--- src/rtl/rotate_frame_ctrl.sv ---
// rotate_frame_ctrl
//   Frame sequencer for the square RGB rotation datapath. One frame arrives
//   on a valid/ready stream and is written row-major into a single-port
//   SRAM. It is then read back in rotated raster order (0/90/180/270 cw)
//   and sent out on a valid/ready stream. A 2-entry skid buffer hides the
//   1-cycle SRAM read latency and absorbs output backpressure.
//
// Ports
//   clk, rst              clock (rising edge), asynchronous active-high reset
//   start_i, rot_i        begin a frame / rotation select, both sampled in IDLE
//   in_valid_i/in_data_i/in_ready_o      input pixel stream, x fastest
//   out_valid_o/out_data_o/out_ready_i   output pixel stream
//   out_eol_o, out_last_o                end of output row / end of frame
//   busy_o, done_o        frame in progress / one-cycle completion pulse
//   mem_en_o, mem_we_o, mem_addr_o, mem_wdata_o, mem_rdata_i   SRAM port
module rotate_frame_ctrl #(
  parameter int DIM_LOG2 = 8,
  parameter int ADDR_SZ  = 20,
  parameter int PIX_W    = 24,
  parameter int MEM_W    = 32
) (
  input  logic               clk,
  input  logic               rst,
  input  logic               start_i,
  input  logic [1:0]         rot_i,
  input  logic               in_valid_i,
  input  logic [PIX_W-1:0]   in_data_i,
  output logic               in_ready_o,
  output logic               out_valid_o,
  output logic [PIX_W-1:0]   out_data_o,
  input  logic               out_ready_i,
  output logic               out_eol_o,
  output logic               out_last_o,
  output logic               busy_o,
  output logic               done_o,
  output logic               mem_en_o,
  output logic               mem_we_o,
  output logic [ADDR_SZ-1:0] mem_addr_o,
  output logic [MEM_W-1:0]   mem_wdata_o,
  input  logic [MEM_W-1:0]   mem_rdata_i
);

  localparam int AW = 2 * DIM_LOG2;

  typedef logic [DIM_LOG2-1:0] crd_t;
  localparam crd_t CMAX = '1;

  typedef enum logic [1:0] {S_IDLE, S_LOAD, S_DRAIN, S_DONE} state_t;

  typedef struct packed {
    logic [PIX_W-1:0] d;
    logic             eol;
    logic             last;
  } ent_t;

  state_t     state_q, state_d;
  crd_t       wx_q, wx_d, wy_q, wy_d;
  crd_t       rx_q, rx_d, ry_q, ry_d;
  logic [1:0] rot_q, rot_d;
  logic       rd_all_q, rd_all_d;

  logic       rd_vld_p1_q;
  logic       rd_eol_p1_q;
  logic       rd_last_p1_q;

  ent_t       sk0_q, sk1_q;
  logic [1:0] cnt_q;

  logic          pop;
  logic [1:0]    occ;
  logic          rd_issue;
  logic [AW-1:0] addr_lo;
  ent_t          rd_ent;
  logic          unused_rdata;

  // N-1-c is the bitwise complement of a DIM_LOG2-bit coordinate.
  function automatic logic [AW-1:0] src_addr(input logic [1:0] r,
                                             input crd_t ox, input crd_t oy);
    logic [AW-1:0] a;
    case (r)
      2'd0:    a = {oy, ox};
      2'd1:    a = {~ox, oy};
      2'd2:    a = {~oy, ~ox};
      default: a = {ox, ~oy};
    endcase
    return a;
  endfunction

  assign pop = (cnt_q != 2'd0) && out_ready_i;
  // Occupancy counted after this cycle's pop so a steady stream keeps
  // issuing one read per cycle without ever exceeding two entries.
  assign occ = cnt_q + {1'b0, rd_vld_p1_q} - {1'b0, pop};
  assign rd_issue = (state_q == S_DRAIN) && !rd_all_q && (occ < 2'd2);

  always_comb begin
    state_d  = state_q;
    wx_d     = wx_q;
    wy_d     = wy_q;
    rx_d     = rx_q;
    ry_d     = ry_q;
    rot_d    = rot_q;
    rd_all_d = rd_all_q;
    mem_en_o = 1'b0;
    mem_we_o = 1'b0;
    addr_lo  = '0;
    case (state_q)
      S_IDLE: begin
        if (start_i) begin
          state_d  = S_LOAD;
          rot_d    = rot_i;
          wx_d     = '0;
          wy_d     = '0;
          rx_d     = '0;
          ry_d     = '0;
          rd_all_d = 1'b0;
        end
      end
      S_LOAD: begin
        if (in_valid_i) begin
          mem_en_o = 1'b1;
          mem_we_o = 1'b1;
          addr_lo  = {wy_q, wx_q};
          wx_d     = wx_q + 1'b1;
          if (wx_q == CMAX) wy_d = wy_q + 1'b1;
          if (wx_q == CMAX && wy_q == CMAX) state_d = S_DRAIN;
        end
      end
      S_DRAIN: begin
        if (rd_issue) begin
          mem_en_o = 1'b1;
          addr_lo  = src_addr(rot_q, rx_q, ry_q);
          rx_d     = rx_q + 1'b1;
          if (rx_q == CMAX) ry_d = ry_q + 1'b1;
          if (rx_q == CMAX && ry_q == CMAX) rd_all_d = 1'b1;
        end
        if (pop && sk0_q.last) state_d = S_DONE;
      end
      default: state_d = S_IDLE;
    endcase
  end

  assign in_ready_o  = (state_q == S_LOAD);
  assign busy_o      = (state_q == S_LOAD) || (state_q == S_DRAIN);
  assign done_o      = (state_q == S_DONE);
  assign mem_addr_o  = ADDR_SZ'(addr_lo);
  assign mem_wdata_o = MEM_W'(in_data_i);

  assign out_valid_o = (cnt_q != 2'd0);
  assign out_data_o  = sk0_q.d;
  assign out_eol_o   = out_valid_o && sk0_q.eol;
  assign out_last_o  = out_valid_o && sk0_q.last;

  assign rd_ent       = '{d: mem_rdata_i[PIX_W-1:0], eol: rd_eol_p1_q, last: rd_last_p1_q};
  assign unused_rdata = ^mem_rdata_i[MEM_W-1:PIX_W];

  always_ff @(posedge clk or posedge rst) begin
    if (rst) begin
      state_q  <= S_IDLE;
      wx_q     <= '0;
      wy_q     <= '0;
      rx_q     <= '0;
      ry_q     <= '0;
      rot_q    <= '0;
      rd_all_q <= 1'b0;
    end else begin
      state_q  <= state_d;
      wx_q     <= wx_d;
      wy_q     <= wy_d;
      rx_q     <= rx_d;
      ry_q     <= ry_d;
      rot_q    <= rot_d;
      rd_all_q <= rd_all_d;
    end
  end

  // Stage p1: read issued last cycle, SRAM data arrives this cycle
  always_ff @(posedge clk or posedge rst) begin
    if (rst) begin
      rd_vld_p1_q  <= 1'b0;
      rd_eol_p1_q  <= 1'b0;
      rd_last_p1_q <= 1'b0;
    end else begin
      rd_vld_p1_q  <= rd_issue;
      rd_eol_p1_q  <= (rx_q == CMAX);
      rd_last_p1_q <= (rx_q == CMAX) && (ry_q == CMAX);
    end
  end

  // Stage p2: skid buffer, sk0 is the head presented on the output
  always_ff @(posedge clk or posedge rst) begin
    if (rst) begin
      sk0_q <= '0;
      sk1_q <= '0;
      cnt_q <= '0;
    end else begin
      if (rd_vld_p1_q && pop) begin
        if (cnt_q == 2'd2) begin
          sk0_q <= sk1_q;
          sk1_q <= rd_ent;
        end else begin
          sk0_q <= rd_ent;
        end
      end else if (rd_vld_p1_q) begin
        if (cnt_q == 2'd0) sk0_q <= rd_ent;
        else               sk1_q <= rd_ent;
        cnt_q <= cnt_q + 2'd1;
      end else if (pop) begin
        sk0_q <= sk1_q;
        cnt_q <= cnt_q - 2'd1;
      end
    end
  end

endmodule
--- config.mk ---
export PLATFORM = sky130hd
export DESIGN_NAME = rotate_frame_ctrl
export DESIGN_NICKNAME = d
export VERILOG_FILES = /design/src/rtl/rotate_frame_ctrl.sv
export SDC_FILE = /design/constraint.sdc
export NUM_CORES = 1
export LEC_CHECK = 0
export CORE_ASPECT_RATIO = 0.9
export CORE_UTILIZATION = 48
export DETAILED_ROUTE_END_ITERATION = 10
export PLACE_DENSITY = 0.88
export SYNTH_ARGS = -nofsm -noshare
export SYNTH_HDL_FRONTEND = slang
export SYNTH_SLANG_ARGS = --single-unit
--- constraint.sdc ---
create_clock -name clk -period 4.1 [get_ports clk]
set_clock_uncertainty 0.2 [all_clocks]
set_input_delay 1.23 -clock clk [delete_from_list [all_inputs] [get_ports clk]]
set_output_delay 1.23 -clock clk [all_outputs]
set_load 0.02 [all_outputs]
==> impl_metrics.py <==
metrics = {
    "route": {
        "ant_nets": 0,
        "drc": 0,
        "drtIter0Drc": 337,
        "routedWlPerCell_um": 16.6,
        "vias_per_cell": 5.58,
        "dr.pass1.iters": 6,
        "vias": 4183,
        "routed_wl_mm": 12.4,
    },
    "min_path": {
        "min_to": "out_data_o[11]",
        "hold_path_startpoint": "out_data_o[11]",
        "min_path_cells": 2,
        "hold_path.class": "reg -> reg",
    },
    "timing": {
        "hold_slack_ns": 0.290,
        "rsz0062_at_grt": "false",
        "fin_crit_sh_pct": 97.1,
        "post-route-min-period_ns": 3.98,
        "slew_headroom_pct": 44.9,
        "fin_setup_tns_ns": 0,
        "maxSlewViolCount": 0,
        "setup-violations-final": 0,
        "layout_setup_ws_ns": 0.118,
        "fmax_ghz": 0.251,
        "worst_pin_slew_ns": 0.826,
        "hold_viol": 0,
    },
    "critical_path": {
        "arrival_ns": 2.55,
        "critPathKind": "in -> out",
        "r2r_cells": 6,
        "cp.required_ns": 2.67,
        "r2r_end": "rx_q[4]",
        "path_max_fanout": 18,
        "r2r_slack_ns": 1.52,
        "max_stage_delay_ns": 0.32,
        "crit_family": "buffers and inverters",
        "start_kind": "input pin",
        "crit_chain": "clkbuf_2, and4b_1, a211o_2, inv_2, nor2_4, buf_12, a22oi_1, nor2b_1, buf_2",
        "path_buf_inv": 4,
        "worst_path_max_delay_cell": "a211o_2",
        "crit_path_end_kind": "output port",
        "rr_startpoint": "state_q[0]",
    },
    "final_layout": {
        "area_growth_pct": 16.0,
        "regArea_mm2": 0.00235,
        "multi_input_area_mm2": 0.00268,
        "fill_cells": 935,
        "nNetsFinal": 665,
        "drive_above_1_share_pct": 16.6,
        "final_core_util_pct": 58.4,
        "final_cells": 750,
        "diodes": 0,
        "fin_area_mm2": 0.00647,
    },
    "cts": {
        "cts_tree": "built",
        "hold_buffers": 0,
        "root_buffer": "clkbuf_16",
        "clock_latency_ns": 0.35,
        "cts_buffers": 9,
        "clkTransAtPathRegs_ns": 0.06,
        "htreeDepth": 3,
        "clock_sinks": 94,
        "clk_path_buf_depth": 2,
    },
    "global_route": {
        "grt_remaining_overflow": 0,
        "grt_pass1_wl_mm": 20.4,
        "grt_max_degree": 53,
        "track_usage_pct": 21.3,
        "grt_antenna_before_repair": 0,
        "grt_pass1_vias": 4220,
    },
    "logic_synthesis": {
        "synth_area_mm2": 0.00558,
        "synth-edff-count": 0,
        "synthFlopType": "dfrtp_1",
        "ys_warn_count": 0,
        "avgSynthCellArea_um2": 9.80,
        "synth_cell_type_count": 49,
        "synth_area_leaders": "dfrtp_1 42%, mux2i_1 8.8%, buf_4 8.2%, mux2_2 6.3%, o21ai_0 3.3%",
        "synth_most_common_cell": "dfrtp_1",
        "synthCells": 569,
        "synth_top_area_share_pct": 42.2,
        "async_reset_ff_share_pct": 100,
        "synth_area_leader_cell": "dfrtp_1",
        "yosysSeqAreaShare_pct": 42.2,
        "synth_seq_cells": 94,
        "synth_common_cells": "94 x dfrtp_1, 61 x buf_4, 49 x mux2i_1",
    },
    "power": {
        "irDropWorstVdd_mv": 0.603,
        "p_leak_nw": 2.95,
        "p_total_mw": 4.90,
        "p_per_area_mw_per_mm2": 757,
    },
    "placed_design": {
        "postPlaceCellArea_mm2": 0.00615,
        "gp_congestion": 0.899,
        "port_buffers": 78,
        "post-place-ws_ns": -0.980,
        "dp.final_hpwl_mm": 8.71,
        "place_inst": 734,
    },
    "die": {
        "rows": 36,
        "die_w_um": 116,
        "start_util_pct": 50.3,
        "fp.dieH_um": 104,
        "die_area_mm2": 0.0121,
        "core_area_mm2": 0.0111,
        "ios": 147,
    },
    "job": {
        "maxCapViolCount": 0,
    },
    "run_status": {
        "status": "finished, final reports clean",
    },
}
[cell type report]
type | instances | area share, %
flip-flops and latches | 94 | 36.3
inverters | 15 | 0.889
clock buffers | 9 | 3.48
well taps | 152 | 2.94
clock inverters | 6 | 1.80
repair buffers | 94 | 13.1
multi-input cells | 380 | 41.5
[cell families (layout without fill, tap and decap cells)]
group | Yosys count | after routing | share of synthesized area (%)
fa+ha+maj | 8 | 8 | 1.79
buf+inv | 106 | 124 | 11.6
xor+xnor | 28 | 28 | 4.40
mux | 80 | 80 | 15.1
flops | 94 | 94 | 42.2
other cells | 1 | 12 | 0.0672
simple gates | 171 | 171 | 15.6
compound gates | 81 | 81 | 9.33
[what timing repair did]
action,in CTS,in global routing
endpoints found under the setup margin,17,16
resized for setup,76,6
pin swaps,1,0
setup buffers,1,0
[layout by cell type, fill, tap and decap left out, types with 2 or more instances in the layout]
cell / n
nor3_1: 7
nor2_1: 26
buf_2: 17
buf_12: 3
mux2_2: 31
xor2_1: 11
o21a_1: 2
and3_1: 10
and2_1: 3
a211o_1: 2
nor3_2: 2
inv_6: 2
nor4_1: 4
conb_1: 12
o21ai_1: 4
a21oi_1: 4
o21ai_0: 37
a22oi_1: 7
a221o_1: 3
a22oi_2: 9
bufinv_16: 3
nand2_1: 46
nand4_1: 8
dfrtp_1: 94
a22o_1: 3
o221ai_1: 3
clkbuf_16: 9
nand4b_1: 2
xnor2_1: 17
mux2i_1: 48
or3_1: 5
nand2b_1: 6
buf_4: 13
or2_1: 2
inv_1: 13
clkdlybuf4s50_1: 59
nor2b_1: 17
ha_1: 8
nand3_1: 26
[routing by layer]
layer | global-route usage (%) | part of all wire, % | vias to the layer above
li1 | - | - | 1947
met1 | 27.3 | 43 | 2049
met2 | 35.5 | 49 | 162
met3 | 4.78 | 6.6 | 25
met4 | 6.87 | 1.5 | 0
met5 | 0 | 0 | -
[how the worst max path moves through the flow]
stage | slack (ns) | start | endpoint | cells after the start
2_1_floorplan | 0.14 | out_ready_i | mem_addr_o[10] | 7
3_3_place_gp | -0.89 | out_ready_i | mem_addr_o[7] | 8
3_5_place_dp | -0.98 | out_ready_i | mem_addr_o[9] | 8
4_1_cts | 0.01 | out_ready_i | mem_addr_o[7] | 9
5_1_grt | 0.07 | out_ready_i | mem_addr_o[3] | 9
6_report | 0.12 | out_ready_i | mem_addr_o[0] | 9
[report_power, final]
group / switching, mW / internal (mW)
registers: 0.261 / 1.24
logic: 1.34 / 1.10
clock network: 0.364 / 0.598
[flip-flops by register name (all words and copies together), names as in the netlist]
signal        flops
cnt_q             2
rot_q             2
state_q           2
wy_q              8
rd_last_p1_q      1
sk1_q            26
rx_q              8
rd_all_q          1
ry_q              8
rd_vld_p1_q       1
sk0_q             2
out_data_o       24
wx_q              8
rd_eol_p1_q       1
[worst register-to-register path, stage by stage (launching register included)]
cell	delay [ns]
dfrtp_1	0.41
inv_1	0.10
ha_1	0.43
nor2b_1	0.59
nor3_2	0.24
and3_1	0.24
a221o_1	0.27
No activity file was read; power rests on OpenSTA's default activity.
